[src/rtl/pipe_hazard_ctrl.sv]
// Hazard and sequencing controller for a 5-stage pipeline without forwarding.
// A shift-register scoreboard of in-flight destinations drives RAW stalls, bubbles and branch squashes.
module pipe_hazard_ctrl #(
  parameter int REG_W        = 6,
  parameter int DEPTH        = 3,
  parameter int WB_BYPASS    = 1,
  parameter int FLUSH_CYCLES = 2
) (
  input  logic             clk,
  input  logic             rst,
  input  logic             id_valid,
  input  logic [REG_W-1:0] id_rs,
  input  logic             id_rs_used,
  input  logic [REG_W-1:0] id_rt,
  input  logic             id_rt_used,
  input  logic [REG_W-1:0] id_rd,
  input  logic             id_regwrt,
  input  logic             redirect,
  output logic             pc_we,
  output logic             ifid_we,
  output logic             ifid_flush,
  output logic             idex_bubble,
  output logic [1:0]       state,
  output logic [15:0]      stall_cycles
);

  typedef enum logic [1:0] {
    RUN   = 2'b00,
    STALL = 2'b01,
    FLUSH = 2'b10
  } hazState_e;

  // Entries the ID read can still collide with; the WB slot is excluded when the
  // register file writes before it is read.
  localparam int HZ_DEPTH = DEPTH - WB_BYPASS;
  localparam logic [2:0] FLUSH_LOAD = (FLUSH_CYCLES > 1) ? 3'(FLUSH_CYCLES - 2) : 3'd0;

  hazState_e        curState, nextState;
  logic [2:0]       flushCnt, nextCnt;
  logic             sbV  [DEPTH];
  logic [REG_W-1:0] sbRd [DEPTH];
  logic             rsMatch, rtMatch, hazard;
  logic [15:0]      stallCnt;

  always_comb begin
    // NOTE: every variable assigned here gets a default first so no path can infer a latch.
    rsMatch = 1'b0;
    rtMatch = 1'b0;
    for (int k = 0; k < HZ_DEPTH; k++) begin
      if (sbV[k] && id_rs_used && (id_rs == sbRd[k])) rsMatch = 1'b1;
      if (sbV[k] && id_rt_used && (id_rt == sbRd[k])) rtMatch = 1'b1;
    end
    hazard = id_valid && (curState != FLUSH) && !redirect && (rsMatch || rtMatch);
  end

  // State register
  always_ff @(posedge clk) begin
    // NOTE: sequential state uses non-blocking assignments so every flop samples pre-edge values.
    if (rst) begin
      curState <= RUN;
      flushCnt <= 3'd0;
    end else begin
      curState <= nextState;
      flushCnt <= nextCnt;
    end
  end

  // Next-state logic
  always_comb begin
    nextState = RUN;
    nextCnt   = flushCnt;
    if (redirect) begin
      if (FLUSH_CYCLES > 1) begin
        nextState = FLUSH;
        nextCnt   = FLUSH_LOAD;
      end else begin
        nextCnt   = 3'd0;
      end
    end else if (curState == FLUSH) begin
      if (flushCnt != 3'd0) begin
        nextState = FLUSH;
        nextCnt   = flushCnt - 3'd1;
      end
    end else if (hazard) begin
      nextState = STALL;
    end
  end

  // Output logic, highest priority first
  always_comb begin
    pc_we       = 1'b1;
    ifid_we     = 1'b1;
    ifid_flush  = 1'b0;
    idex_bubble = 1'b0;
    if (rst) begin
      pc_we       = 1'b0;
      ifid_we     = 1'b0;
      ifid_flush  = 1'b1;
      idex_bubble = 1'b1;
    end else if (redirect || (curState == FLUSH)) begin
      ifid_flush  = 1'b1;
      idex_bubble = 1'b1;
    end else if (hazard) begin
      pc_we       = 1'b0;
      ifid_we     = 1'b0;
      idex_bubble = 1'b1;
    end
  end

  // Scoreboard valid bits; a redirect kills the wrong-path EX entry before it shifts on.
  always_ff @(posedge clk) begin
    if (rst) begin
      for (int k = 0; k < DEPTH; k++) sbV[k] <= 1'b0;
    end else begin
      sbV[0] <= id_valid && id_regwrt && !idex_bubble;
      for (int k = 1; k < DEPTH; k++) begin
        sbV[k] <= (k == 1 && redirect) ? 1'b0 : sbV[k-1];
      end
    end
  end

  // NOTE: register tags carry no reset; they are ignored until their valid bit is set.
  always_ff @(posedge clk) begin
    sbRd[0] <= id_rd;
    for (int k = 1; k < DEPTH; k++) sbRd[k] <= sbRd[k-1];
  end

  always_ff @(posedge clk) begin
    if (rst) begin
      stallCnt <= 16'd0;
    end else if (hazard && (stallCnt != 16'hFFFF)) begin
      stallCnt <= stallCnt + 16'd1;
    end
  end

  assign state        = curState;
  assign stall_cycles = stallCnt;

endmodule
[config.mk]
export PLATFORM = sky130hd
export DESIGN_NAME = pipe_hazard_ctrl
export DESIGN_NICKNAME = d
export VERILOG_FILES = /design/src/rtl/pipe_hazard_ctrl.sv
export SDC_FILE = /design/constraint.sdc
export NUM_CORES = 1
export LEC_CHECK = 0
export BUFFER_PORTS_ARGS = -buffer_cell sky130_fd_sc_hd__buf_2
export CAP_MARGIN = 40
export CORE_MARGIN = 3
export CORE_UTILIZATION = 37
export CTS_CLUSTER_SIZE = 40
export DETAILED_ROUTE_END_ITERATION = 7
export SETUP_SLACK_MARGIN = 0.02
export SYNTH_ARGS = -nofsm -noshare
export SYNTH_HDL_FRONTEND = slang
export SYNTH_SLANG_ARGS = --single-unit
[constraint.sdc]
create_clock -name clk -period 1.86 [get_ports clk]
set_input_delay 0.093 -clock clk [delete_from_list [all_inputs] [get_ports clk]]
set_output_delay 0.093 -clock clk [all_outputs]
set_load 0.005 [all_outputs]
==> out/metrics.yaml <==
cts:
  clk_latency_ns: 0.29
  cts_made_buffers: 5
  cts_tree: "done"
  root_buffer: "clkbuf_8"
  htree_levels: 2
  cts_sinks: 35
  clkTransAtPathRegs_ns: 0.08
  cts.path.max_buffers: 2
timing:
  max_freq_mhz: 510
  final.setup_skew_ns: 0.0114
  setup_viol: 14
  grt_setup_unrepaired: "true"
  fin_crit_ns: 1.96
  hold_viol: 0
  hold_ws_ns: 0.0207
  worst_pin_slew_ns: 0.532
  slew_violations: 0
  finalCritPeriodShare_pct: 105
  setup_tns_ns: -0.823
  maxSlewHeadroom_pct: 64.5
  setup_slack_ns: -0.101
routing:
  drt_iter0_drc: 69
  vias_per_cell: 5.02
  wl_mm: 4.32
  wl_per_cell_um: 13.3
  vias: 1636
  drc_errors: 0
  first_pass_iters: 4
  drt.antenna.violating_nets: 0
cells_and_area:
  layout_common_cells: "45 x buf_2, 32 x buf_4, 31 x dfxtp_1"
  num-nets-final: 303
  antenna_cells: 0
  area_delta_synth_final_pct: 46.2
  drive_above_1_share_pct: 40.9
  design_area_um2: 2480
  mostFrequentLayoutCell: "buf_2"
worst_setup_path:
  reg2reg_depth: 6
  slowest_stage: "or4_1"
  r2r-end: "stall_cycles[3]$_SDFFE_PP0P_"
  critPathRequiredTime_ns: 2.07
  worstPathCellList: "xor2_1 > nor4_1 > nand4_1 > and4_4 > or4_1 > a21oi_1"
  cp_max_fo: 14
  cp-end-kind: "flip-flop"
  arrival_ns: 2.17
  slowest_delay_ns: 0.51
  critPathKind: "reg2reg"
  r2r-start: "sbRd[0][10]$_DFF_P_"
  cp-start-kind: "flip-flop"
  r2r_setup_slack_ns: -0.10
synth:
  syn_area_per_cell_um2: 8.98
  synth_area_um2: 1700
  synthCells: 189
  ys_async_sr_fraction_pct: 0
  synth_ff_type: "dfxtp_1"
  synth_warnings: 0
  syn-num-nets: 217
  ys_seq_area_share_pct: 41.3
  yosysUniqueCellTypes: 34
  synth_edf_count: 0
  synth-seq-cells: 35
floorplanning:
  row_count: 23
  die_area_um2: 5430
  ios: 47
  fp.dieH_um: 73.7
  core_area_um2: 4200
  start_util_pct: 40.4
  fp.dieW_um: 73.7
pwr:
  ir_worst_vdd_mv: 0.369
  powerDensity_nw_per_um2: 610
  total_power_mw: 1.51
  leakagePower_nw: 1.04
status:
  violations: "negative setup slack"
  status: "finished, violations left"
place:
  gp_congestion: 0.853
  dp_hpwl_mm: 3.14
  place_area_um2: 2130
  port_buffers: 46
  pre_cts_slack_ns: -0.0979
min_path:
  hold_end: "sbV[0][0]$_SDFF_PP0_"
  worstHoldStart: "id_regwrt"
  hold_path_class: "in2reg"
  hold_path_depth: 3
global_routing:
  grt_pass1_vias: 1518
  antenna_found_initial: 0
  gr-total-overflow: 0
  gr-usage-all-layers_pct: 16.7
  grt_pass1_wl_mm: 7.04
  grt_max_degree: 30
run:
  cap_violations: 0
-- registers in the layout, indices dropped and copies added, names as in the netlist --
signal	flops
sbV	2
flushCnt	3
state	2
sbRd	12
stall_cycles	16
-- synthesized netlist by cell type, drive strengths merged (5+ instances only) --
library cell	n	area, µm²
nor3	7	35.0
nand3	9	45.0
nand4	10	62.6
inv	5	18.8
nor4	7	50.1
a21oi	10	50.1
nor2	12	45.0
or4	5	37.5
nand2	13	48.8
dfxtp	35	701
xor2	12	105
xnor2	13	114
o31ai	6	45.0
clkbuf	5	18.8
-- power by group --
part | switching [mW] | internal [mW] | total (mW)
registers | 0.0129 | 0.765 | 0.778
logic | 0.0701 | 0.0729 | 0.143
clock network | 0.289 | 0.302 | 0.591
-- cells by family (layout without fill, tap and decap cells) --
| kind of cell | count (synthesis) | in the layout | synth area share (%) |
|---|---|---|---|
| AND/OR/NAND/NOR | 83 | 83 | 27.3 |
| XOR/XNOR | 25 | 25 | 12.9 |
| buffers and inverters | 13 | 100 | 3.76 |
| adder cells (fa/ha/maj) | 3 | 3 | 2.21 |
| flip-flops | 35 | 35 | 41.3 |
| AO/OA/AOI/OAI | 26 | 26 | 9.88 |
| multiplexers | 4 | 4 | 2.65 |
-- timing repair --
action | in CTS | in global routing
hold buffers | 6 | 0
gates resized for setup | 15 | 10
hold endpoints to repair | 6 | 0
buffers inserted | 7 | 4
setup endpoints to repair | 16 | 19
gates cloned | 0 | 0
pin swaps | 9 | 10
-- cell type report --
type | count | area, µm²
fill | 392 | 1720
multi-input combinational | 141 | 1020
sequential | 35 | 706
timing repair buffer | 87 | 571
clock buffer | 6 | 82.6
tap | 50 | 62.6
inverter | 5 | 18.8
clock inverter | 2 | 16.3
-- worst max-delay path by stage --
stage	slack [ns]	to	cells after the start	start
final	-0.10	stall_cycles[3]$_SDFFE_PP0P_	6	sbRd[0][10]$_DFF_P_
after global routing	-0.20	ifid_we	8	sbRd[0][1]$_DFF_P_
after CTS	-0.11	ifid_we	8	sbRd[0][11]$_DFF_P_
after detailed placement	-0.1	stall_cycles[3]$_SDFFE_PP0P_	6	sbRd[0][4]$_DFF_P_
after global placement	-0.08	stall_cycles[3]$_SDFFE_PP0P_	6	sbRd[0][4]$_DFF_P_
after floorplan	0.03	stall_cycles[2]$_SDFFE_PP0P_	7	sbRd[0][4]$_DFF_P_
-- worst max-delay path, delay by kind of cell (launching register included) --
family / cells / cell delay [ns]
flops: 1 / 0.33
xor+xnor: 1 / 0.15
compound gates: 1 / 0.16
simple gates: 4 / 1.23
-- layer usage --
metal  vias to the layer above  routed length (µm)  global-route usage (%)
met1                       753                2120                    23.1
li1                        849                   -                       -
met3                         5                 149                    3.28
met5                         -                   0                       0
met4                         0                  57                    6.64
met2                        29                1990                    25.2
-- through the flow --
stage,utilization [%],std cells
floorplan,-,189
global placement,50.8,302
detailed placement,50.8,302
CTS,57.2,323
global route,59.0,326
finish,59.0,326
Power figures use the tool's default switching activity.
